<file path="src/rtl/keypad_display_arbiter_pkg.sv">
// Shared key codes, widths and key-FSM encoding for the keypad/display arbiter.
package keypad_display_arbiter_pkg;
  localparam int KEY_W  = 12;
  localparam int DATA_W = 24;

  localparam logic [KEY_W-1:0] KEY_NONE = 12'h000;
  localparam logic [KEY_W-1:0] KEY_1    = 12'h001;
  localparam logic [KEY_W-1:0] KEY_2    = 12'h002;
  localparam logic [KEY_W-1:0] KEY_3    = 12'h004;
  localparam logic [KEY_W-1:0] KEY_4    = 12'h008;
  localparam logic [KEY_W-1:0] KEY_5    = 12'h010;
  localparam logic [KEY_W-1:0] KEY_6    = 12'h020;
  localparam logic [KEY_W-1:0] KEY_7    = 12'h040;
  localparam logic [KEY_W-1:0] KEY_8    = 12'h080;
  localparam logic [KEY_W-1:0] KEY_9    = 12'h100;
  localparam logic [KEY_W-1:0] KEY_STAR = 12'h200;
  localparam logic [KEY_W-1:0] KEY_0    = 12'h400;
  localparam logic [KEY_W-1:0] KEY_HASH = 12'h800;

  typedef enum logic [1:0] {ST_IDLE, ST_PRESENT, ST_RELEASE} key_st_e;

  // Chords (several keys at once) are not valid presses.
  function automatic logic is_onehot(input logic [KEY_W-1:0] k);
    return (k != KEY_NONE) && ((k & (k - 12'd1)) == KEY_NONE);
  endfunction
endpackage

</file>
<file path="src/rtl/keypad_display_arbiter_sync2.sv">
// Two-flop synchroniser for asynchronous button/keypad levels.
module keypad_display_arbiter_sync2 #(
  parameter int W = 1
) (
  input  logic         clk,
  input  logic         rst_n,
  input  logic [W-1:0] d_i,
  output logic [W-1:0] q_o
);
  logic [W-1:0] s1_q, s2_q;

  always_ff @(posedge clk or negedge rst_n) begin
    if (!rst_n) begin
      s1_q <= '0;
      s2_q <= '0;
    end else begin
      s1_q <= d_i;
      s2_q <= s1_q;
    end
  end

  assign q_o = s2_q;
endmodule

</file>
<file path="src/rtl/keypad_display_arbiter.sv">
// Routes keypad presses to one of N function blocks and picks the displayed word;
// alerting clients pre-empt both the display and the next key press.
module keypad_display_arbiter
  import keypad_display_arbiter_pkg::*;
#(
  parameter int N_CLIENTS   = 3,
  parameter int ACK_TIMEOUT = 255
) (
  input  logic                        clk,
  input  logic                        rst_n,
  input  logic [KEY_W-1:0]            key_in,
  input  logic                        mode_btn,
  input  logic [DATA_W*N_CLIENTS-1:0] cli_data,
  input  logic [N_CLIENTS-1:0]        cli_ack,
  input  logic [N_CLIENTS-1:0]        cli_alert,
  output logic [N_CLIENTS-1:0]        cli_en,
  output logic [KEY_W*N_CLIENTS-1:0]  cli_key,
  output logic [DATA_W-1:0]           disp_data,
  output logic [1:0]                  disp_src,
  output logic                        light_o,
  output logic                        key_drop
);
  localparam logic [7:0] CNT_LAST = 8'(ACK_TIMEOUT - 1);
  localparam logic [1:0] LAST_IDX = 2'(N_CLIENTS - 1);

  logic [KEY_W-1:0]  key_s, key_q, key_d;
  logic              mode_s, mode_prev_q, mode_rise, leave;
  key_st_e           state_q, state_d;
  logic [1:0]        tgt_q, tgt_d, active_q, active_d, sel;
  logic [7:0]        cnt_q, cnt_d;
  logic              pend_q, pend_d, drop_q, drop_d;
  logic [DATA_W-1:0] disp_q;
  logic [1:0]        src_q;
  logic              light_q;

  keypad_display_arbiter_sync2 #(.W(KEY_W)) u_sync_key (
    .clk(clk), .rst_n(rst_n), .d_i(key_in), .q_o(key_s));
  keypad_display_arbiter_sync2 #(.W(1)) u_sync_mode (
    .clk(clk), .rst_n(rst_n), .d_i(mode_btn), .q_o(mode_s));

  // Lowest-index alerting client wins; otherwise the user-selected client.
  always_comb begin
    sel = active_q;
    for (int i = N_CLIENTS - 1; i >= 0; i--)
      if (cli_alert[i]) sel = 2'(i);
  end

  always_ff @(posedge clk or negedge rst_n) begin
    if (!rst_n) state_q <= ST_IDLE;
    else        state_q <= state_d;
  end

  always_comb begin
    state_d = state_q;
    key_d   = key_q;
    tgt_d   = tgt_q;
    cnt_d   = cnt_q;
    drop_d  = 1'b0;
    unique case (state_q)
      ST_IDLE:
        if (is_onehot(key_s)) begin
          key_d   = key_s;
          tgt_d   = sel;
          cnt_d   = '0;
          state_d = ST_PRESENT;
        end
      ST_PRESENT:
        if (cli_ack[tgt_q]) begin
          key_d   = KEY_NONE;
          state_d = ST_RELEASE;
        end else if (cnt_q == CNT_LAST) begin
          key_d   = KEY_NONE;
          drop_d  = 1'b1;
          state_d = ST_RELEASE;
        end else begin
          cnt_d = cnt_q + 8'd1;
        end
      ST_RELEASE:
        if (key_s == KEY_NONE) state_d = ST_IDLE;
      default: state_d = ST_IDLE;
    endcase
  end

  always_comb begin
    cli_key = '0;
    if (state_q == ST_PRESENT) cli_key[tgt_q*KEY_W +: KEY_W] = key_q;
  end

  // Mode changes never retarget a key in flight: one is parked until PRESENT ends.
  assign mode_rise = mode_s & ~mode_prev_q;
  assign leave     = (state_q == ST_PRESENT) && (state_d != ST_PRESENT);

  always_comb begin
    active_d = active_q;
    pend_d   = pend_q;
    if (state_q != ST_PRESENT) begin
      if (mode_rise) active_d = (active_q == LAST_IDX) ? 2'd0 : active_q + 2'd1;
    end else if (leave) begin
      if (pend_q || mode_rise) active_d = (active_q == LAST_IDX) ? 2'd0 : active_q + 2'd1;
      pend_d = 1'b0;
    end else if (mode_rise) begin
      pend_d = 1'b1;
    end
  end

  always_ff @(posedge clk or negedge rst_n) begin
    if (!rst_n) begin
      key_q       <= KEY_NONE;
      tgt_q       <= '0;
      cnt_q       <= '0;
      drop_q      <= 1'b0;
      active_q    <= '0;
      pend_q      <= 1'b0;
      mode_prev_q <= 1'b0;
      disp_q      <= '0;
      src_q       <= '0;
      light_q     <= 1'b0;
    end else begin
      key_q       <= key_d;
      tgt_q       <= tgt_d;
      cnt_q       <= cnt_d;
      drop_q      <= drop_d;
      active_q    <= active_d;
      pend_q      <= pend_d;
      mode_prev_q <= mode_s;
      disp_q      <= cli_data[sel*DATA_W +: DATA_W];
      src_q       <= sel;
      light_q     <= |cli_alert;
    end
  end

  always_comb begin
    cli_en           = '0;
    cli_en[active_q] = 1'b1;
  end

  assign disp_data = disp_q;
  assign disp_src  = src_q;
  assign light_o   = light_q;
  assign key_drop  = drop_q;
endmodule
</file>
<file path="config.mk">
export PLATFORM = sky130hd
export DESIGN_NAME = keypad_display_arbiter
export DESIGN_NICKNAME = d
export VERILOG_FILES = /design/src/rtl/keypad_display_arbiter_pkg.sv /design/src/rtl/keypad_display_arbiter_sync2.sv /design/src/rtl/keypad_display_arbiter.sv
export SDC_FILE = /design/constraint.sdc
export NUM_CORES = 1
export LEC_CHECK = 0
export BUFFER_PORTS_ARGS = -buffer_cell sky130_fd_sc_hd__buf_2
export CAP_MARGIN = 20
export CORE_MARGIN = 10
export CORE_UTILIZATION = 45
export DETAILED_ROUTE_END_ITERATION = 8
export PLACE_DENSITY = 0.82
export SLEW_MARGIN = 10
export SYNTH_ARGS = -nofsm -noshare
export SYNTH_HDL_FRONTEND = slang
export SYNTH_SLANG_ARGS = --single-unit
</file>
<file path="constraint.sdc">
create_clock -name clk -period 4.1 [get_ports clk]
set_input_delay 0.82 -clock clk [delete_from_list [all_inputs] [get_ports clk]]
set_output_delay 0.82 -clock clk [all_outputs]
set_load 0.02 [all_outputs]
</file>
==> results.yml, run 1 <==
timing:
  worst_slack_ps: 343
  max_freq_ghz: 0.266
  tns_ps: 0
  worst_pin_slew_ps: 635
  post-route-min-period_ps: 3760
  hold_viol: 0
  setup_viol: 0
  fin_hold_ws_ps: 353
  final-max-slew-violation-count: 0
  finClkSkew_ps: 8.11
  rsz0062_at_grt: "no"
  slew_headroom: 0.577
  fin_crit_sh: 0.916
global_routing:
  grt_overflow: 0
  grt_max_degree: 83
  grt_pass1_vias: 3685
  antenna_found_initial: 0
  grtUsageTotal: 0.164
  grt_pass1_wl_mm: 17.5
synthesis:
  seq_area_frac_synth: 0.523
  yosys_register_bits: 82
  syn-cell-area_mm2: 0.00392
  syn_area_per_cell_um2: 9.78
  synthCells: 401
  ys_types: 45
  synth_edf_count: 0
  ys_warn_count: 0
  synthesis.nets: 500
  synth_ff_type: "dfrtp_1"
  synth-async-reset-ratio: 1.00
placement:
  finalWeightedCongestion: 0.851
  dpl.hpwl_mm: 8.42
  place_ws_ps: 772
  io_buffers: 159
die:
  core_mm2: 0.00834
  start_util: 0.470
  die_h_um: 113
  dieArea_mm2: 0.0128
  dieWidth_um: 113
  pin_count: 160
  rows: 33
worst_setup_path:
  crit_arrival_ps: 2940
  slowest_delay_ps: 760
  crit_slowest_cell: "dfrtp_1"
  worstPathMaxFanout: 24
  critPathBufInv: 2
  r2r-start: "u_sync_key.q_o[5]$_DFF_PN0_"
  worst-setup-path-type: "flip-flop to output port"
  endpoint_kind: "output port"
  cp-start-kind: "flip-flop"
  cpLargestDelayFamily: "simple AND/OR/NAND/NOR gates"
  critical_path_required_ps: 3280
  cp_cell_sequence: "inv_1 -> ha_1 -> nor3b_1 -> and3_1 -> and2_1 -> buf_2"
  cp-startpoint: "tgt_q[0]$_DFFE_PN0P_"
finish:
  final_nets: 656
  drive_above_1_share: 0.342
  area_delta_synth_final_pct: 28.7
  diodes: 0
power_and_ir_drop:
  ir_drop_v: 0.000233
  powerDensity_mw_per_mm2: 379
  power_leakage_nw: 2.43
routing:
  routed_via_density: 5.18
  route.vias.total: 3458
  avgRoutedWirePerCell_um: 16.0
  drt_pre_antenna_iters: 4
  drt_iter0_drc: 139
  wl_mm: 10.6
  drc: 0
  ant_nets: 0
cts:
  cts-buffers-inserted: 9
  htreeDepth: 3
  clkTransAtPathRegs_ps: 90
  cts_tree: "built"
  clk_latency_ps: 350
  root_buffer: "clkbuf_8"
  hold_buffers: 0
  cts_buffer_depth: 2
  cts_setup_buffers: 0
  ctsResizeCount: 0
  cts_num_sinks: 82
hold_path:
  hold_path.class: "flip-flop to flip-flop"
  hp-start: "u_sync_key.s1_q[7]$_DFF_PN0_"
run_status:
  status: "complete, no violations"
flow_run:
  cap_violations: 0
[power breakdown]
| group | internal [W] | switching, W |
|---|---|---|
| combinational | 0.000145 | 0.000228 |
| clock | 0.000292 | 0.000309 |
| sequential | 0.000886 | 0.0000502 |
| total | 0.00132 | 0.000588 |
[state kept, by name, indices dropped and copies added (netlist names)]
name              flops
disp_data            24
key_q                12
u_sync_key.q_o       12
u_sync_key.s1_q      12
cnt_q                 8
active_q              2
disp_src              2
state_q               2
tgt_q                 2
key_drop              1
light_o               1
mode_prev_q           1
pend_q                1
u_sync_mode.q_o       1
u_sync_mode.s1_q      1
[logic make-up after synthesis]
family | Yosys count | share of synthesized area
simple gates | 161 | 0.197
flops | 82 | 0.523
compound gates | 62 | 0.0906
mux | 45 | 0.117
buf+inv | 40 | 0.0418
fa+ha+maj | 6 | 0.0191
xor+xnor | 5 | 0.0112
[through the flow]
step | instance area, µm² | total power [W] | cells | utilization
after detailed placement | 4810 | 0.00133 | 650 | 0.577
final | 5040 | 0.00191 | 667 | 0.605
after floorplan | 3920 | 0.00115 | 401 | -
after CTS | 5020 | 0.00193 | 666 | 0.602
after global routing | 5040 | 0.00201 | 667 | 0.605
after global placement | 4810 | 0.00131 | 650 | 0.577
[worst register-to-register path, stage by stage, from the launching register on]
cell and delay (ps):
dfrtp_1 440, nor4_2 480, a41oi_1 190, o311a_1 370
nor3_4 160, buf_4 320, mux2_2 380
[layout make-up]
| type | count | area [µm²] |
|---|---|---|
| clock inverters | 7 | 81.3 |
| fillers | 717 | 3300 |
| well taps | 105 | 131 |
| repair buffers | 166 | 871 |
| flip-flops and latches | 82 | 2050 |
| multi-input cells | 279 | 1710 |
| inverters | 19 | 71.3 |
| clock buffers | 9 | 124 |
[per-layer routing]
layer	GRT usage	wire, µm	up-vias	part of all wire
met5	0	0	-	0
met4	0.0516	128	0	0.012
met3	0.0840	1210	9	0.11
met2	0.268	5030	149	0.47
met1	0.181	4270	1610	0.40
li1	-	-	1690	-
[final timing paths]
path / end / slack [ps] / cells past startpoint
worst min register to register: u_sync_key.q_o[7]$_DFF_PN0_ / 350 / 0
worst max-delay path: cli_key[27] / 340 / 6
worst min-delay path: u_sync_key.q_o[7]$_DFF_PN0_ / 350 / 0
min in group asynchronous: key_q[0]$_DFFE_PN0P_ / 410 / 1
max in group asynchronous: disp_data[6]$_DFF_PN0_ / 3100 / 2
worst max register to register: tgt_q[0]$_DFFE_PN0P_ / 1650 / 6
[cells in the final DEF, fill, tap and decap left out, drive strengths merged, types with 4 or more instances in the layout]
cell type,count
a21oi,13
a22oi,5
a31oi,6
and2,4
and3,5
buf,166
clkbuf,9
dfrtp,82
ha,6
inv,24
mux2,4
mux2i,41
nand2,55
nand4,7
nor2,49
nor2b,5
nor3,10
nor4,7
o21ai,30
xnor2,5
[cells in the mapped netlist, types with 2 or more instances]
library cell	n	area [µm²]
o21ai_0	29	145
a31oi_1	6	37.5
a21oi_1	13	65.1
mux2i_1	41	410
a22oi_1	5	37.5
nor4_1	6	37.5
buf_1	4	15.0
dfrtp_1	82	2050
nor3b_1	3	22.5
nor2_1	49	184
buf_2	2	10.0
nand3b_1	2	15.0
or3_1	3	18.8
and3_1	5	31.3
and2_1	4	25.0
nand2_1	55	206
nand3_1	3	15.0
inv_1	19	71.3
nand2b_1	2	12.5
nor3_1	9	45.0
ha_1	6	75.1
xnor2_1	5	43.8
clkbuf_1	13	48.8
nand4_1	7	43.8
mux2_2	3	33.8
and4_1	2	17.5
nor2b_1	5	31.3
Note: power is estimated with default switching activity, not from simulation.
==> run 2, diff against run 1 <==
--- a/config.mk
+++ b/config.mk
@@ -5,12 +5,13 @@
 export SDC_FILE = /design/constraint.sdc
 export NUM_CORES = 1
 export LEC_CHECK = 0
+export ABC_AREA = 1
 export BUFFER_PORTS_ARGS = -buffer_cell sky130_fd_sc_hd__buf_2
 export CAP_MARGIN = 20
 export CORE_MARGIN = 10
 export CORE_UTILIZATION = 45
 export DETAILED_ROUTE_END_ITERATION = 8
-export PLACE_DENSITY = 0.82
+export PLACE_DENSITY = 0.81
 export SLEW_MARGIN = 10
 export SYNTH_ARGS = -nofsm -noshare
 export SYNTH_HDL_FRONTEND = slang
==> results.yml, run 2 <==
worst_setup_path:
  critical_path_required_ps: 3280
  endpoint_kind: "output port"
  worst-setup-path-type: "flip-flop to output port"
  cp-start-kind: "flip-flop"
  worstPathMaxFanout: 19
  crit_arrival_ps: 3060
power_and_ir_drop:
  power_leakage_nw: 2.70
  power.internal_w: 0.00133
  combPwrFrac: 0.221
  p_clk_frac: 0.304
  sequentialPowerShare: 0.475
  ir_drop_v: 0.000246
  swShare: 0.332
  p_total_w: 0.00200
  powerDensity_mw_per_mm2: 382
  power.switching_w: 0.000662
synthesis:
  synth_ff_type: "dfrtp_1"
  synth_top_area_cell: "dfrtp_1"
  syn-cell-area_mm2: 0.00417
  synthesis.nets: 626
  seq_area_frac_synth: 0.492
  ys_types: 38
  synth-async-reset-ratio: 1.00
  synth.most_common_cell: "nand2_1"
  synth_area_leaders: "dfrtp_1, nand2_1, nand3_1, nor2_1, o21ai_0"
  synth_top_cells_by_count: "nand2_1, dfrtp_1, nor2_1"
  yosys_register_bits: 82
  syn_area_per_cell_um2: 7.91
  synth_edf_count: 0
  ys_warn_count: 0
  synthCells: 527
  yosysTopAreaCellShare: 0.492
cts:
  cts_buffer_depth: 2
  cts_tree: "built"
  clkTransAtPathRegs_ps: 100
  root_buffer: "clkbuf_8"
  cts-buffers-inserted: 9
  clk_latency_ps: 360
  cts_num_sinks: 82
  htreeDepth: 3
timing:
  tns_ps: 0
  worst_slack_ps: 224
  max_freq_ghz: 0.258
  setup_viol: 0
  fin_crit_sh: 0.945
  finClkSkew_ps: 20.2
  rsz0062_at_grt: "no"
  final-max-slew-violation-count: 0
  slew_headroom: 0.563
  worst_pin_slew_ps: 654
  post-route-min-period_ps: 3880
  hold_viol: 0
finish:
  final_nets: 775
  fin_util: 0.574
  mostFrequentLayoutCells: "buf_2, nand2_1, dfrtp_1"
  instances_no_fill: 792
  largest_reg_flops: 24
  drive_above_1_share: 0.304
  diodes: 0
  area_delta_synth_final_pct: 25.6
  mostFrequentLayoutCell: "buf_2"
routing:
  drt_pre_antenna_iters: 5
  drc: 0
  avgRoutedWirePerCell_um: 15.8
  drt_iter0_drc: 238
  wl_mm: 12.5
  routed_via_density: 5.23
  route.vias.total: 4146
  ant_nets: 0
die:
  dieWidth_um: 116
  start_util: 0.457
  core_mm2: 0.00911
  rows: 35
  dieArea_mm2: 0.0135
  pin_count: 160
  die_h_um: 116
global_routing:
  grtUsageTotal: 0.184
  grt_pass1_wl_mm: 20.3
  grt_max_degree: 83
  antenna_found_initial: 0
  grt_overflow: 0
  grt_pass1_vias: 4213
placement:
  place_ws_ps: 641
  dpl.hpwl_mm: 9.96
  dp_cells: 775
  io_buffers: 159
  finalWeightedCongestion: 0.873
hold_path:
  hold_path.class: "primary input to asynchronous set/reset pin"
run_status:
  status: "complete, no violations"
flow_run:
  cap_violations: 0
==> run 2: final timing paths <==
| check | start | endpoint | slack, ps | depth (start not counted) |
|---|---|---|---|---|
| max in group asynchronous | rst_n | u_sync_key.q_o[6]$_DFF_PN0_ | 3210 | 2 |
| max reg2reg | tgt_q[0]$_DFFE_PN0P_ | key_q[5]$_DFFE_PN0P_ | 2100 | 8 |
| min reg2reg | u_sync_key.s1_q[5]$_DFF_PN0_ | u_sync_key.q_o[5]$_DFF_PN0_ | 340 | 0 |
| min in group clk | u_sync_key.s1_q[5]$_DFF_PN0_ | u_sync_key.q_o[5]$_DFF_PN0_ | 340 | 0 |
| max | tgt_q[0]$_DFFE_PN0P_ | cli_key[11] | 220 | 10 |
| min | rst_n | cnt_q[3]$_DFFE_PN0P_ | 300 | 1 |
==> run 2: routing by layer <==
metal / wire (µm) / share of wire / GRT usage / up-vias
met3: 1440 / 0.12 / 0.0699 / 19
met2: 5910 / 0.47 / 0.314 / 207
met1: 4940 / 0.40 / 0.208 / 1901
met5: 0 / 0 / 0 / -
li1: - / - / - / 2019
met4: 213 / 0.017 / 0.0609 / 0
==> run 2: area by class of cell <==
cell class,count,area (µm²)
Clock inverter,7,82.6
Multi-Input combinational cell,378,1830
Timing Repair Buffer,162,841
Fill cell,826,3880
Clock buffer,9,124
Sequential cell,82,2050
Inverter,43,161
Tap cell,111,139
==> run 2: worst max-delay path: stages, from the launching register on <==
cell	delay [ps]
dfrtp_1	690
inv_2	230
ha_1	410
nand2_2	140
inv_2	90
nor2_4	320
inv_2	130
or2_1	270
o22a_1	160
nor2_1	90
buf_2	170
==> run 2: timing repair <==
action | CTS | global route
hold buffers | 0 | 0
buffers inserted | 0 | 0
gates resized for setup | 0 | 1
setup endpoints to repair | 0 | 1
==> run 2: power by group through the flow <==
stage	Combinational, W	Clock, W	Sequential (W)
CTS	0.000439	0.000615	0.000950
detailed placement	0.000438	0	0.000965
global route	0.000490	0.000654	0.000962
finish	0.000441	0.000607	0.000949
floorplan	0.000228	0	0.000995
global placement	0.000430	0	0.000961
==> run 2: metrics by stage <==
stage	hold WS (ps)	instance area (µm²)
finish	302	5230
global route	313	5230
CTS	349	5200
detailed placement	335	4990
global placement	332	4990
floorplan	331	4170
==> run 2: kinds of logic (layout without fill, tap and decap cells) <==
logic type	Yosys count	after routing	synth area share
AOI/OAI and AO/OA	102	102	0.133
xor gates and xnor gates	4	4	0.00841
adders and majority gates	6	6	0.0180
buffers and inverters	67	221	0.0685
DFF	82	82	0.492
and+or+nand+nor	266	266	0.279
